File: src/rtl/fan_sum_drain_if.sv
// Handshake bundle between the FAN reduction tree, fan_sum_drain and the
// downstream result consumer.
interface fan_sum_drain_if #(
  parameter int N  = 16,
  parameter int W  = 8,
  parameter int V  = 3,
  parameter int S  = W + $clog2(N),
  parameter int IW = $clog2(N - 1)
);
  logic                    in_valid;
  logic                    in_ready;
  logic [N-2:0][S-1:0]     in_sums;
  logic [N-2:0]            in_valids;
  logic [N-1:0][V-1:0]     in_vec_ids;
  logic                    out_valid;
  logic                    out_ready;
  logic [S-1:0]            out_sum;
  logic [V-1:0]            out_vec_id;
  logic [IW-1:0]           out_idx;
  logic                    out_last;

  modport master (
    output in_valid, in_sums, in_valids, in_vec_ids, out_ready,
    input  in_ready, out_valid, out_sum, out_vec_id, out_idx, out_last
  );

  modport slave (
    input  in_valid, in_sums, in_valids, in_vec_ids, out_ready,
    output in_ready, out_valid, out_sum, out_vec_id, out_idx, out_last
  );
endinterface

File: src/rtl/fan_sum_drain.sv
// Registers one FAN result bundle and drains its valid sums, lowest index
// first, as a dense valid/ready stream tagged with the group vec_id.
module fan_sum_drain #(
  parameter int N  = 16,
  parameter int W  = 8,
  parameter int V  = 3,
  parameter int S  = W + $clog2(N),
  parameter int IW = $clog2(N - 1)
) (
  input  logic            clk,
  input  logic            rst_n,
  fan_sum_drain_if.slave  bus
);

  typedef enum logic {IDLE, DRAIN} state_t;

  localparam logic [N-2:0] FORCED = {1'b1, {(N-2){1'b0}}};

  state_t              state, state_next;
  logic [N-2:0]        mask_q, mask_next;
  logic [N-2:0][S-1:0] sums_q;
  logic [N-2:0][V-1:0] vec_q;
  logic [IW-1:0]       k;
  logic [N-2:0]        k_onehot;
  logic                has_k;
  logic                last;
  logic                fire;
  logic                capture;
  logic                vec0_unused;

  // Operand 0 never tags a group: sum idx is tagged with operand idx+1.
  assign vec0_unused = ^bus.in_vec_ids[0];

  always_comb begin
    k        = '0;
    k_onehot = '0;
    has_k    = 1'b0;
    for (int unsigned i = 0; i < N - 1; i++) begin
      if (mask_q[i] && !has_k) begin
        k           = IW'(i);
        k_onehot[i] = 1'b1;
        has_k       = 1'b1;
      end
    end
  end

  assign last    = has_k && ((mask_q & ~k_onehot) == '0);
  assign fire    = bus.out_valid && bus.out_ready;
  assign capture = bus.in_valid && bus.in_ready;

  always_ff @(posedge clk or negedge rst_n) begin
    if (!rst_n) begin
      state  <= IDLE;
      mask_q <= '0;
    end else begin
      state  <= state_next;
      mask_q <= mask_next;
    end
  end

  always_ff @(posedge clk or negedge rst_n) begin
    if (!rst_n) begin
      sums_q <= '0;
      vec_q  <= '0;
    end else if (capture) begin
      sums_q <= bus.in_sums;
      vec_q  <= bus.in_vec_ids[N-1:1];
    end
  end

  // A capture can only coincide with the final beat, so it simply replaces
  // the (then empty) mask and keeps the state in DRAIN.
  always_comb begin
    state_next = state;
    mask_next  = mask_q;
    if (capture) begin
      state_next = DRAIN;
      mask_next  = bus.in_valids | FORCED;
    end else if (fire) begin
      mask_next = mask_q & ~k_onehot;
      if (last) state_next = IDLE;
    end
  end

  always_comb begin
    bus.out_valid  = (state == DRAIN);
    bus.out_sum    = '0;
    bus.out_vec_id = '0;
    bus.out_idx    = '0;
    bus.out_last   = 1'b0;
    if (bus.out_valid) begin
      bus.out_sum    = sums_q[k];
      bus.out_vec_id = vec_q[k];
      bus.out_idx    = k;
      bus.out_last   = last;
    end
    bus.in_ready = (state == IDLE) || (fire && last);
  end

endmodule
File: src/flat_wrapper.sv
// flat-port wrapper written by rule: the top's interface ports become plain ports
module fan_sum_drain_flat 
#(
  parameter int N  = 16,
  parameter int W  = 8,
  parameter int V  = 3,
  parameter int S  = W + $clog2(N),
  parameter int IW = $clog2(N - 1)
)
  (clk, rst_n, bus_in_valid, bus_in_sums, bus_in_valids, bus_in_vec_ids, bus_out_ready, bus_in_ready, bus_out_valid, bus_out_sum, bus_out_vec_id, bus_out_idx, bus_out_last);
  fan_sum_drain_if #(.N(N), .W(W), .V(V), .S(S), .IW(IW)) bus_i ();
  input  logic clk;
  input  logic rst_n;
  input wire logic [$bits(bus_i.in_valid)-1:0] bus_in_valid;
  input wire logic [$bits(bus_i.in_sums)-1:0] bus_in_sums;
  input wire logic [$bits(bus_i.in_valids)-1:0] bus_in_valids;
  input wire logic [$bits(bus_i.in_vec_ids)-1:0] bus_in_vec_ids;
  input wire logic [$bits(bus_i.out_ready)-1:0] bus_out_ready;
  output wire logic [$bits(bus_i.in_ready)-1:0] bus_in_ready;
  output wire logic [$bits(bus_i.out_valid)-1:0] bus_out_valid;
  output wire logic [$bits(bus_i.out_sum)-1:0] bus_out_sum;
  output wire logic [$bits(bus_i.out_vec_id)-1:0] bus_out_vec_id;
  output wire logic [$bits(bus_i.out_idx)-1:0] bus_out_idx;
  output wire logic [$bits(bus_i.out_last)-1:0] bus_out_last;
  assign bus_i.in_valid = bus_in_valid;
  assign bus_i.in_sums = bus_in_sums;
  assign bus_i.in_valids = bus_in_valids;
  assign bus_i.in_vec_ids = bus_in_vec_ids;
  assign bus_i.out_ready = bus_out_ready;
  assign bus_in_ready = bus_i.in_ready;
  assign bus_out_valid = bus_i.out_valid;
  assign bus_out_sum = bus_i.out_sum;
  assign bus_out_vec_id = bus_i.out_vec_id;
  assign bus_out_idx = bus_i.out_idx;
  assign bus_out_last = bus_i.out_last;
  fan_sum_drain #(.N(N), .W(W), .V(V), .S(S), .IW(IW)) u_core (.clk(clk), .rst_n(rst_n), .bus(bus_i));
endmodule
File: config.mk
export PLATFORM = sky130hd
export DESIGN_NAME = fan_sum_drain_flat
export DESIGN_NICKNAME = d
export VERILOG_FILES = /design/src/rtl/fan_sum_drain_if.sv /design/src/rtl/fan_sum_drain.sv /design/src/flat_wrapper.sv
export SDC_FILE = /design/constraint.sdc
export NUM_CORES = 1
export LEC_CHECK = 0
export ABC_AREA = 1
export CAP_MARGIN = 40
export CORE_MARGIN = 2
export CORE_UTILIZATION = 52
export DETAILED_ROUTE_END_ITERATION = 12
export PLACE_DENSITY = 0.8
export SLEW_MARGIN = 20
export SYNTH_ARGS = -nofsm -noshare
export SYNTH_HDL_FRONTEND = slang
export SYNTH_SLANG_ARGS = --single-unit
export TNS_END_PERCENT = 100
File: constraint.sdc
create_clock -name clk -period 3.1 [get_ports clk]
set_clock_uncertainty 0.15 [all_clocks]
set_input_delay 0.31 -clock clk [delete_from_list [all_inputs] [get_ports clk]]
set_output_delay 0.31 -clock clk [all_outputs]
set_load 0.02 [all_outputs]
# After elaboration in Yosys (flattened, before gate mapping)
# Cells that the tools add are included.
classes:
  magnitude_cmp: 1
  reduce_logical: 37
  n_bitwise: 3
  mux: 56
op_table:
  columns: ["cell", "count"]
  rows:
  - ["$mux W4", 14]
  - ["$bmux W12 S4", 1]
  - ["$mux W1", 34]
  - ["$mux W15", 2]
  - ["$mux W12", 2]
  - ["$logic_and A1 B1 Y1", 18]
  - ["$and A15 B15 Y15", 1]
  - ["$logic_not A15 Y1", 1]
  - ["$not A15 Y15", 1]
  - ["$logic_not A1 Y1", 14]
  - ["$bmux W3 S4", 1]
  - ["$mux W3", 2]
  - ["$lt A4 B5 Y1 const B", 1]
  - ["$reduce_bool A2 Y1", 2]
  - ["$reduce_and A2 Y1", 1]
  - ["$logic_or A1 B1 Y1", 1]
  - ["$not A1 Y1", 1]
word_totals:
  register_bits: 241
  input_bits: 247

# Logic depth before layout (Yosys ltp)
logic_depth:
  word_depth: 52
  ltp_mapped: 18

# Worst setup path before layout
# OpenSTA, ideal clock, no wires.
synth_timing:
  kind: "flip-flop to output port"
  startpoint: "reg u_core.mask_q[1]"
  endpoint: "out bus_out_sum[10]"
  path_stages_with_launch: 13
  slack_ps: 127
  arrival_ps: 2513
  n_path_buf: 1
  t_required_ps: 2640
  cell_sequence: "dfrtp_1 > nor2_4 > nand4_1 > nor2_1 > nand4_1 > nor2_1 > o311ai_0 > nand2_1 > inv_1 > nor2_2 > buf_2 > nand3_1 > a21oi_1"
synth_between:
  elab_chain_cells: 44
  elab_cells_between_ends: 57
  classes_between: "30 x mux; 27 x reduce/logical"
synth_lines:
  columns: ["element", "line_no", "text"]
  rows:
  - ["from (decl)", "fan_sum_drain.sv:20", "logic [N-2:0] mask_q, mask_next;"]
  - ["from (signal assigned)", "fan_sum_drain.sv:57", "mask_q <= mask_next;"]
  - ["$logic_and A1 B1 Y1 *", "fan_sum_drain.sv:39", "if (mask_q[i] && !has_k) begin"]
  - ["$mux W1", "fan_sum_drain.sv:39", null]
  - ["$logic_not A1 Y1", "fan_sum_drain.sv:39", null]
  - ["$logic_and A1 B1 Y1", "fan_sum_drain.sv:39", null]
  - ["$mux W1", "fan_sum_drain.sv:39", null]
  - ["$logic_not A1 Y1", "fan_sum_drain.sv:39", null]
  - ["$logic_and A1 B1 Y1", "fan_sum_drain.sv:39", null]
  - ["$mux W1", "fan_sum_drain.sv:39", null]
  - ["(+28 left out)", null, null]
  - ["$logic_and A1 B1 Y1", "fan_sum_drain.sv:39", null]
  - ["$mux W1", "fan_sum_drain.sv:39", null]
  - ["$logic_not A1 Y1", "fan_sum_drain.sv:39", null]
  - ["$logic_and A1 B1 Y1", "fan_sum_drain.sv:39", null]
  - ["$mux W4 *", "fan_sum_drain.sv:39", null]
  - ["$bmux W12 S4 *", "fan_sum_drain.sv:92", "bus.out_sum = sums_q[k];"]
  - ["$mux W12 (not written as such) *", "fan_sum_drain.sv:92", null]
  - ["$mux W12 *", "fan_sum_drain.sv:91", "if (bus.out_valid) begin"]
  - ["to (decl)", "flat_wrapper.sv:21", "output wire logic [$bits(bus_i.out_sum)-1:0] bus_out_sum;"]
# Mark *: on every way between the ends. The rest lies on a longest branch, timed or not. The select of a mux whose other input is x is not followed.

# Final worst setup path
layout_timing:
  startpoint: "reg u_core.mask_q[2]"
  endpoint: "out bus_out_sum[5]"
layout_between:
  elab_chain_cells: 41
  elab_cells_between_ends: 53
  classes_between: "28 x mux; 25 x reduce/logical"
layout_lines:
  columns: ["element", "line_no"]
  rows:
  - ["$logic_and A1 B1 Y1 *", "fan_sum_drain.sv:39"]
  - ["$mux W1", "fan_sum_drain.sv:39"]
  - ["$logic_not A1 Y1", "fan_sum_drain.sv:39"]
  - ["$logic_and A1 B1 Y1", "fan_sum_drain.sv:39"]
  - ["$mux W1", "fan_sum_drain.sv:39"]
  - ["$logic_not A1 Y1", "fan_sum_drain.sv:39"]
  - ["$logic_and A1 B1 Y1", "fan_sum_drain.sv:39"]
  - ["$mux W1", "fan_sum_drain.sv:39"]
  - ["(+25 left out)", null]
  - ["$logic_and A1 B1 Y1", "fan_sum_drain.sv:39"]
  - ["$mux W1", "fan_sum_drain.sv:39"]
  - ["$logic_not A1 Y1", "fan_sum_drain.sv:39"]
  - ["$logic_and A1 B1 Y1", "fan_sum_drain.sv:39"]
  - ["$mux W4 *", "fan_sum_drain.sv:39"]
  - ["$bmux W12 S4 *", "fan_sum_drain.sv:92"]
  - ["$mux W12 (not written as such) *", "fan_sum_drain.sv:92"]
  - ["$mux W12 *", "fan_sum_drain.sv:91"]
# Marked as above.

==> results by group <==
Run status
  • Status: complete, but fails checks
  • Failing checks: setup timing

GRT
  • Vias in the first global route: 13200
  • Largest net degree at the start of global routing: 94
  • Global-route wire length before repair: 68800 um
  • Total GRT Usage: 33.5%
  • Gr ovfl total: 0
  • Antenna violations before repair: 3

CTS
  • Worst skew pair latency: 0.54 ns
  • Clock Path Buffers: 3
  • Num CTS Buffers: 25
  • Clock tree from TritonCTS: done
  • CTS sink count: 241
  • Reg clk slew, reported paths: 0.07 ns
  • Clk root buf: clkbuf_16
  • H-tree depth: 1

Timing
  • Worst Tran Pin Value: 0.656 ns
  • Peak Freq: 0.268 GHz
  • Min Tclk post-route: 3.73 ns
  • Final WS setup: -0.625 ns
  • Final number of max-transition violations: 0
  • RSZ-0062 raised after global routing: yes
  • Fin crit share: 120%
  • Max_slew headroom: 56.3%
  • Setup violations, final: 18
  • Final hold violation count: 0

Worst setup path
  • Crit-path cells: nor2_4, nand4_1, nor2_2, nand4_1, nor2_2, nand4_1, buf_6, nand2_8, buf_12, buf_8, nand2_4, nand2_2, a21oi_2, nor2_2, nor2_2, a21oi_2, buf_4
  • Critical Path Source: u_core.mask_q[2]
  • Crit Path Category: flip-flop to output port
  • Reg2reg path depth: 18
  • Crit-path most repeated cell: nor2_2
  • Worst setup path end: bus_out_sum[5]
  • FF-to-FF Start: u_core.mask_q[0]
  • CP max-delay cell: dfrtp_1
  • R2R Setup Slk: 0.12 ns
  • Startpoint types: flip-flop
  • Crit end category: output port
  • Crit path required time: 2.64 ns
  • CP Max Fanout: 7
  • Slowest stage delay, CP: 0.42 ns
  • Reg-to-reg endpoint: u_core.sums_q[47]
  • CP Data Arrival Time: 3.27 ns

Yosys
  • Synth Warn #: 0
  • EDFF count, synth: 0
  • Top cells by area, synth: dfrtp_1 47%, nand2_1 24%, nand3_1 15%, nand3b_1 2.6%, buf_2 2.0%
  • Fraction of registers with async set/reset: 100%
  • Synth Area per Inst: 7.17 um^2
  • #FFs+latches synth: 241
  • Mapped Cells: 1782
  • Cell area after synthesis: 12800 um^2
  • Post-synth top area share: 47.2%
  • Seq/Total Area, Yosys: 47.2%
  • Most frequent cell after synthesis: nand2_1
  • Number of library cell types mapped by synthesis: 30
  • Syn_nets: 2029
  • Synth Flop Type: dfrtp_1
  • Yosys top cell by area: dfrtp_1
  • Top cells by count, synth: 802 x nand2_1, 385 x nand3_1, 241 x dfrtp_1

Route
  • Final wirelength: 48300 um
  • Post-DRT Antenna Nets: 0
  • Residual DRC: 0
  • DR pass1 iterations: 7
  • Routed vias/inst: 5.87
  • 1st-iter DRT viols: 1944
  • Routed len/inst: 20.0 um
  • Vias: 14100

Die
  • Die Footprint: 25900 um^2
  • Die Span X: 161 um
  • Starting Density: 52.7%
  • Die Ht: 161 um
  • Site Rows: 57
  • Core box area: 24200 um^2
  • Top Ports: 269

Placement
  • Final HPWL DP: 29800 um
  • Routability-driven placement congestion ratio: 0.952
  • # port buffers: 264
  • Post-DP Area: 16200 um^2

Min path
  • Classification of the worst-slack hold path: input pin to asynchronous set/reset pin

Layout
  • Layout cells sized above 1: 16.1%
  • Layout area overhead: 44.4%
  • Final instance area: 18500 um^2
  • Final net count: 2316

Flow run
  • Total of max-cap violations: 0
-- registers in the layout (all words and copies together), names as in the netlist --
register and cells:
u_core.bus.out_valid 1, u_core.mask_q 15, u_core.sums_q 180, u_core.vec_q 45
-- timing repair --
| action | in CTS | in global routing |
|---|---|---|
| hold buffers | 1 | 0 |
| setup buffers | 13 | 5 |
| resized for setup | 183 | 136 |
| endpoints found under the hold margin | 72 | 0 |
| gates cloned | 6 | 11 |
| setup endpoints to repair | 82 | 239 |
| pin swaps | 29 | 41 |
-- cell type report --
type	count	area, um^2
Antenna cell	3	7.51
Fill cell	1634	5790
Multi-Input combinational cell	1348	6590
Clock buffer	32	702
Clock inverter	9	155
Tap cell	324	405
Timing Repair Buffer	389	4320
Inverter	64	253
Sequential cell	241	6030
-- worst max-delay path, delay by kind of cell, from the launching register on --
family          cells  cell delay [ns]
compound gates      2             0.21
buf+inv             4             0.67
flops               1             0.42
simple gates       11             1.41
-- metal layers --
metal | vias to the layer above | part of all wire, % | GRT usage (%)
li1 | 6286 | - | -
met1 | 6640 | 38 | 44.7
met2 | 979 | 45 | 52.4
met3 | 233 | 11 | 7.02
met4 | 0 | 6.1 | 16.4
met5 | - | 0 | 0
-- layout by cell type, fill, tap and decap left out, drive strengths merged --
cell type	n
nor3	2
nand2	807
nand3	387
nor4	1
a211oi	1
clkdlybuf4s50	241
bufbuf	3
bufinv	4
or2	1
clkdlybuf4s15	1
clkbuf	42
o211ai	1
mux2i	1
a21boi	1
a21oi	34
nor2	55
inv	64
o2111ai	1
clkinvlp	1
buf	133
nand3b	45
o311ai	1
clkinv	4
dfrtp	241
dlygate4sd3	1
diode	3
nand4	5
o21ai	5
-- worst min path at each step --
stage,from,to,cells past startpoint
after floorplan,rst_n,u_core.bus.out_valid,0
after global placement,rst_n,u_core.mask_q[5],1
after global routing,bus_in_sums[14],u_core.sums_q[14],3
after CTS,bus_in_sums[13],u_core.sums_q[13],3
final,rst_n,u_core.mask_q[5],2
after detailed placement,rst_n,u_core.mask_q[5],1
-- stage by stage --
stage | utilization [%] | hold WS, ns | cells | setup TNS (ns) | setup slack [ns]
2_1_floorplan | - | -0.136 | 1782 | 0 | 0.127
3_3_place_gp | 66.8 | 0.153 | 2331 | -6.28 | -0.467
3_5_place_dp | 66.8 | 0.163 | 2331 | -7.65 | -0.522
4_1_cts | 72.7 | 0.172 | 2392 | -7.90 | -0.527
5_1_grt | 76.1 | 0.186 | 2410 | -11.81 | -0.749
6_report | 76.1 | 0.146 | 2410 | -9.13 | -0.625
-- kinds of logic after synthesis --
family          after synthesis  share of synthesized area, %
simple gates               1300                          43.9
mux                           1                        0.0783
buf+inv                     196                          6.96
compound gates               44                          1.87
flops                       241                          47.2
Power is not shown: default switching activity piles up to over one toggle a cycle in this logic, so the estimate is an artifact.
